$ cat config.mk
export PLATFORM = sky130hd
export DESIGN_NAME = rv_decode_stage
export DESIGN_NICKNAME = d
export VERILOG_FILES = /design/src/rtl/rv_decode_stage.sv
export SDC_FILE = /design/constraint.sdc
export NUM_CORES = 1
export LEC_CHECK = 0
export ABC_AREA = 1
export ABC_CLOCK_PERIOD_IN_PS = 7900
export BUFFER_PORTS_ARGS = -buffer_cell sky130_fd_sc_hd__buf_2
export CAP_MARGIN = 30
export CORE_AREA = 10 10 138 140
export CTS_BUF_LIST = sky130_fd_sc_hd__clkbuf_4 sky130_fd_sc_hd__clkbuf_8 sky130_fd_sc_hd__clkbuf_16
export DETAILED_ROUTE_END_ITERATION = 16
export DIE_AREA = 0 0 148 150
export PLACE_DENSITY_LB_ADDON = 0.05
export REMOVE_ABC_BUFFERS = 1
export SLEW_MARGIN = 5
export SYNTH_ARGS = -nofsm -noshare
export SYNTH_HDL_FRONTEND = slang
export SYNTH_SLANG_ARGS = --single-unit
export TNS_END_PERCENT = 50
$ cat constraint.sdc
create_clock -name clk -period 7.9 [get_ports clk]
set_input_delay 0.79 -clock clk [delete_from_list [all_inputs] [get_ports clk]]
set_output_delay 0.79 -clock clk [all_outputs]
set_load 0.005 [all_outputs]
$ cat src/rtl/rv_decode_stage.sv
// RV32I/RV64I decode stage: classifies one instruction per cycle, outputs decoded fields one cycle later.
// in_ready comes only from the registered skid state; a two-entry skid buffer absorbs one beat after out_ready drops.
module rv_decode_stage #(
   parameter int XLEN     = 32,
   parameter int NUM_REGS = 32
) (
   input  logic                        clk,
   input  logic                        rst,
   input  logic                        in_valid,
   output logic                        in_ready,
   input  logic [31:0]                 in_instr,
   input  logic [XLEN-1:0]             in_pc,
   input  logic                        flush,
   output logic                        out_valid,
   input  logic                        out_ready,
   output logic [XLEN-1:0]             out_pc,
   output logic [2:0]                  out_fmt,
   output logic [$clog2(NUM_REGS)-1:0] out_rs1,
   output logic [$clog2(NUM_REGS)-1:0] out_rs2,
   output logic [$clog2(NUM_REGS)-1:0] out_rd,
   output logic [2:0]                  out_funct3,
   output logic                        out_alt,
   output logic [XLEN-1:0]             out_imm,
   output logic                        out_illegal,
   output logic [15:0]                 ill_count
);

   localparam int RW = $clog2(NUM_REGS);

   localparam logic [2:0] FMT_R    = 3'd0;
   localparam logic [2:0] FMT_I    = 3'd1;
   localparam logic [2:0] FMT_S    = 3'd2;
   localparam logic [2:0] FMT_B    = 3'd3;
   localparam logic [2:0] FMT_U    = 3'd4;
   localparam logic [2:0] FMT_J    = 3'd5;
   localparam logic [2:0] FMT_NONE = 3'd7;

   typedef struct packed {
      logic [XLEN-1:0] pc;
      logic [2:0]      fmt;
      logic [RW-1:0]   rs1;
      logic [RW-1:0]   rs2;
      logic [RW-1:0]   rd;
      logic [2:0]      funct3;
      logic            alt;
      logic [XLEN-1:0] imm;
      logic            illegal;
   } entry_t;

   typedef enum logic [1:0] {EMPTY, ONE, TWO} state_t;

   state_t      state, state_nxt;
   entry_t      dec, head, skid;
   logic [2:0]  fmt;
   logic [31:0] imm32;
   logic        use_rs1, use_rs2, use_rd, reg_hi, bad_funct7;
   logic        accept, pop, ld_head_in, ld_head_skid, ld_skid;

   always_comb begin
      dec     = '0;
      fmt     = FMT_NONE;
      imm32   = '0;
      use_rs1 = 1'b0;
      use_rs2 = 1'b0;
      use_rd  = 1'b0;
      case (in_instr[6:2])
         5'b01100:                                         fmt = FMT_R;
         5'b01110:                                         fmt = (XLEN == 64) ? FMT_R : FMT_NONE;
         5'b00000, 5'b00011, 5'b00100, 5'b11001, 5'b11100: fmt = FMT_I;
         5'b00110:                                         fmt = (XLEN == 64) ? FMT_I : FMT_NONE;
         5'b01000:                                         fmt = FMT_S;
         5'b11000:                                         fmt = FMT_B;
         5'b00101, 5'b01101:                               fmt = FMT_U;
         5'b11011:                                         fmt = FMT_J;
         default:                                          fmt = FMT_NONE;
      endcase
      case (fmt)
         FMT_R: begin
            use_rs1 = 1'b1; use_rs2 = 1'b1; use_rd = 1'b1;
         end
         FMT_I: begin
            use_rs1 = 1'b1; use_rd = 1'b1;
            imm32   = {{20{in_instr[31]}}, in_instr[31:20]};
         end
         FMT_S: begin
            use_rs1 = 1'b1; use_rs2 = 1'b1;
            imm32   = {{20{in_instr[31]}}, in_instr[31:25], in_instr[11:7]};
         end
         FMT_B: begin
            use_rs1 = 1'b1; use_rs2 = 1'b1;
            imm32   = {{19{in_instr[31]}}, in_instr[31], in_instr[7], in_instr[30:25],
                       in_instr[11:8], 1'b0};
         end
         FMT_U: begin
            use_rd = 1'b1;
            imm32  = {in_instr[31:12], 12'h000};
         end
         FMT_J: begin
            use_rd = 1'b1;
            imm32  = {{11{in_instr[31]}}, in_instr[31], in_instr[19:12], in_instr[20],
                      in_instr[30:21], 1'b0};
         end
         default: ;
      endcase

      // Bit 4 of a raw register field only matters for the 16-register variant.
      reg_hi     = (NUM_REGS == 16) && ((use_rs1 && in_instr[19]) ||
                                        (use_rs2 && in_instr[24]) ||
                                        (use_rd  && in_instr[11]));
      bad_funct7 = (fmt == FMT_R) && (in_instr[31:25] != 7'h00) && (in_instr[31:25] != 7'h20);

      dec.pc      = in_pc;
      dec.fmt     = fmt;
      dec.rs1     = use_rs1 ? in_instr[15 +: RW] : '0;
      dec.rs2     = use_rs2 ? in_instr[20 +: RW] : '0;
      dec.rd      = use_rd  ? in_instr[7 +: RW]  : '0;
      dec.funct3  = use_rs1 ? in_instr[14:12] : 3'd0;
      dec.alt     = ((fmt == FMT_R) || (fmt == FMT_I && in_instr[14:12] == 3'b101)) && in_instr[30];
      dec.imm     = {{(XLEN-31){imm32[31]}}, imm32[30:0]};
      dec.illegal = (in_instr[1:0] != 2'b11) || (fmt == FMT_NONE) || bad_funct7 || reg_hi;
   end

   assign in_ready  = (state != TWO);
   assign out_valid = (state != EMPTY);
   assign accept    = in_valid & in_ready & ~flush;
   assign pop       = out_valid & out_ready;

   always_ff @(posedge clk or posedge rst) begin
      if (rst) state <= EMPTY;
      else     state <= state_nxt;
   end

   always_comb begin
      state_nxt    = state;
      ld_head_in   = 1'b0;
      ld_head_skid = 1'b0;
      ld_skid      = 1'b0;
      case (state)
         EMPTY: if (accept) begin
            ld_head_in = 1'b1;
            state_nxt  = ONE;
         end
         ONE: begin
            if (accept && pop) begin
               ld_head_in = 1'b1;
            end else if (accept) begin
               ld_skid   = 1'b1;
               state_nxt = TWO;
            end else if (pop) begin
               state_nxt = EMPTY;
            end
         end
         TWO: if (pop) begin
            ld_head_skid = 1'b1;
            state_nxt    = ONE;
         end
         default: state_nxt = EMPTY;
      endcase
      if (flush) begin
         state_nxt    = EMPTY;
         ld_head_in   = 1'b0;
         ld_head_skid = 1'b0;
         ld_skid      = 1'b0;
      end
   end

   always_ff @(posedge clk or posedge rst) begin
      if (rst) begin
         head <= '0;
         skid <= '0;
      end else begin
         if (ld_head_in)        head <= dec;
         else if (ld_head_skid) head <= skid;
         if (ld_skid)           skid <= dec;
      end
   end

   // A pop coinciding with flush is still a real handoff, so it is counted.
   always_ff @(posedge clk or posedge rst) begin
      if (rst)                                                ill_count <= '0;
      else if (pop && head.illegal && ill_count != 16'hFFFF) ill_count <= ill_count + 16'd1;
   end

   assign out_pc      = head.pc;
   assign out_fmt     = head.fmt;
   assign out_rs1     = head.rs1;
   assign out_rs2     = head.rs2;
   assign out_rd      = head.rd;
   assign out_funct3  = head.funct3;
   assign out_alt     = head.alt;
   assign out_imm     = head.imm;
   assign out_illegal = head.illegal;

endmodule

==> impl_metrics.env <==
export IMPL_period_needed_ps=2780
export IMPL_grt_pass1_vias=7255
export IMPL_clk_latency_ps=430
export IMPL_ctsHoldBuffers=0
export IMPL_firstDrtPassIters=4
export IMPL_syn_area_per_cell_um2=8.23
export IMPL_p_per_area_mw_per_mm2=270
export IMPL_finalHoldViolCount=0
export IMPL_clock_sinks=192
export IMPL_rows=47
export IMPL_nNetsFinal=1285
export IMPL_grt_start_max_net_pins=118
export IMPL_path_common_cell="buf_4"
export IMPL_fin_skew_ps=10.6
export IMPL_path_clk_slew_ps=70
export IMPL_slew_headroom_pct=36.2
export IMPL_worstHoldStart="skid[33]"
export IMPL_ys_ff_latch=192
export IMPL_synth_warnings=0
export IMPL_startpoint="out_ready"
export IMPL_io_buffers=173
export IMPL_cts_buffer_depth=2
export IMPL_cts_setup_buffers=0
export IMPL_hp_class="reg -> reg"
export IMPL_totalWireLength_um=22000
export IMPL_synthTopCellsByArea="dfrtp_1 (55%), nand2_1 (16%), inv_1 (6.0%)"
export IMPL_grt_pass1_wl_um=35900
export IMPL_setup_tns_ps=0
export IMPL_static_leakage_power_nw=5.34
export IMPL_dp_hpwl_um=14400
export IMPL_routedWlPerCell_um=15.2
export IMPL_start_util_pct=53.7
export IMPL_crit_path_start_kind="input pin"
export IMPL_max_stage_delay_ps=740
export IMPL_tightestPinTransition_ps=957
export IMPL_dpl_worst_slack_ps=4620
export IMPL_crit_path_end_kind="register"
export IMPL_crit_family="buffers and inverters"
export IMPL_netlist_instances=1067
export IMPL_worstPathRequired_ps=8180
export IMPL_cts_resized=0
export IMPL_drive_above_1_share_pct=18.6
export IMPL_drv_cap=0
export IMPL_slowest_stage="buf_4"
export IMPL_cp_max_fo=86
export IMPL_yosysSeqAreaShare_pct=54.7
export IMPL_layout_setup_ws_ps=5120
export IMPL_gr_usage_all_layers_pct=19.8
export IMPL_r2r_start="state[1]"
export IMPL_max_freq_mhz=360
export IMPL_status="finished, final reports clean"
export IMPL_vias=7322
export IMPL_gp_congestion=0.838
export IMPL_synth_area_mm2=0.00878
export IMPL_num_fill_cells=1522
export IMPL_fin_crit_sh_pct=35.1
export IMPL_final_antenna_net_count=0
export IMPL_yosysTopAreaCellShare_pct=54.7
export IMPL_path_cells="buf_2, nor2_1, inv_1, nor2_4, buf_4, buf_4, o21ai_0"
export IMPL_dieWidth_um=148
export IMPL_post_route_drc_count=0
export IMPL_utilization_pct=63.6
export IMPL_total_power_mw=2.81
export IMPL_crit_type="in -> reg"
export IMPL_maxSlewViolCount=0
export IMPL_worst_path_buf_inv=4
export IMPL_grt_antenna_before_repair=2
export IMPL_yosysUniqueCellTypes=32
export IMPL_irDropWorstVdd_mv=0.191
export IMPL_pin_count=174
export IMPL_area_growth_pct=18.5
export IMPL_synth_largest_area_cell="dfrtp_1"
export IMPL_core_area_mm2=0.0163
export IMPL_die_y_um=150
export IMPL_die_area_mm2=0.0222
export IMPL_setup_viol=0
export IMPL_htree_levels=4
export IMPL_critPathArrivalTime_ps=3050
export IMPL_final_cell_area_mm2=0.0104
export IMPL_clock_tree_root_cell="clkbuf_16"
export IMPL_drt_iter0_markers=456
export IMPL_grt_setup_unrepaired="no"
export IMPL_cts_tree="yes"
export IMPL_dpl_cell_area_mm2=0.00976
export IMPL_cts_made_buffers=17
export IMPL_avgViaCountPerCell=5.06
export IMPL_overflow=0
## routing by layer
layer | global-route usage, % | vias to the layer above | wire (µm)
met5 | 0 | - | 0
met4 | 6.19 | 0 | 291
met3 | 5.62 | 19 | 1410
met2 | 31.8 | 180 | 10300
met1 | 25.5 | 3435 | 9960
li1 | - | 3688 | -
## final timing paths
kind,endpoint,slack [ps],cells after the start
max,skid[20],5120,7
max in group asynchronous,skid[33],6320,4
max reg2reg,skid[20],5120,6
min reg2reg,skid[33],480,2
min in group asynchronous,out_rs2[3],490,2
min,skid[33],480,2
## synth_stat cells, drive strengths merged
library cell / number
a21oi: 1
a22o: 1
and2: 1
buf: 30
clkbuf: 25
clkinv: 1
dfrtp: 192
ha: 3
inv: 145
nand2: 369
nand3: 44
nand3b: 1
nand4: 20
nor2: 48
nor3: 4
nor4: 2
o211ai: 65
o21ai: 95
o221ai: 3
o22ai: 5
xnor2: 5
xor2: 7
## state kept, by name (all words and copies together) (netlist names)
name,count
skid,87
out_rd,5
out_imm,32
out_rs2,5
out_illegal,1
out_alt,1
out_rs1,5
out_fmt,3
out_pc,32
out_funct3,3
ill_count,16
state,2
## worst register-to-register path, delay by kind of cell, from the launching register on
family                 cells  cell delay [ps]
AO/OA/AOI/OAI              1              230
buffers and inverters      3             1540
flip-flops                 1              600
AND/OR/NAND/NOR            2              260
## per-stage QoR
| step | cells | hold slack (ps) |
|---|---|---|
| after floorplan | 1012 | 449 |
| after global placement | 1410 | 463 |
| after detailed placement | 1411 | 465 |
| after CTS | 1443 | 483 |
| after global routing | 1448 | 504 |
| final | 1448 | 483 |
## placed cells by master (no fill, tap or decap), drive strengths merged, types with 2 or more instances in the layout
master	Yosys	routed
buf	30	182
clkbuf	25	20
clkinv	1	8
clkinvlp	0	2
dfrtp	192	192
diode	0	2
ha	3	3
inv	145	147
nand2	369	369
nand3	44	44
nand4	20	20
nor2	48	48
nor3	4	4
nor4	2	2
o211ai	65	65
o21ai	95	95
o221ai	3	3
o22ai	5	5
xnor2	5	5
xor2	7	7
## layout make-up
type	instances	area [µm²]	area share, %
flip-flops and latches	192	4800	46.2
multi-input cells	674	3200	30.7
repair buffers	182	993	9.55
inverters	146	556	5.34
clock buffers	20	460	4.43
well taps	220	275	2.65
clock inverters	12	109	1.05
diodes	2	5.00	0.0481
## report_power, final
part	leakage, nW	total (mW)	internal (mW)	switching, mW
sequential	2.42	1.39	1.26	0.133
clock	0.280	0.833	0.456	0.377
combinational	2.63	0.588	0.240	0.348
total	5.34	2.81	1.95	0.858
## logic make-up after synthesis
kind of cell	count (synthesis)	share of synthesized area [%]
compound gates	170	11.9
xor+xnor	12	1.20
fa+ha+maj	3	0.428
buf+inv	201	9.12
flops	192	54.7
simple gates	489	22.6
(Power assumes the default switching activity.)
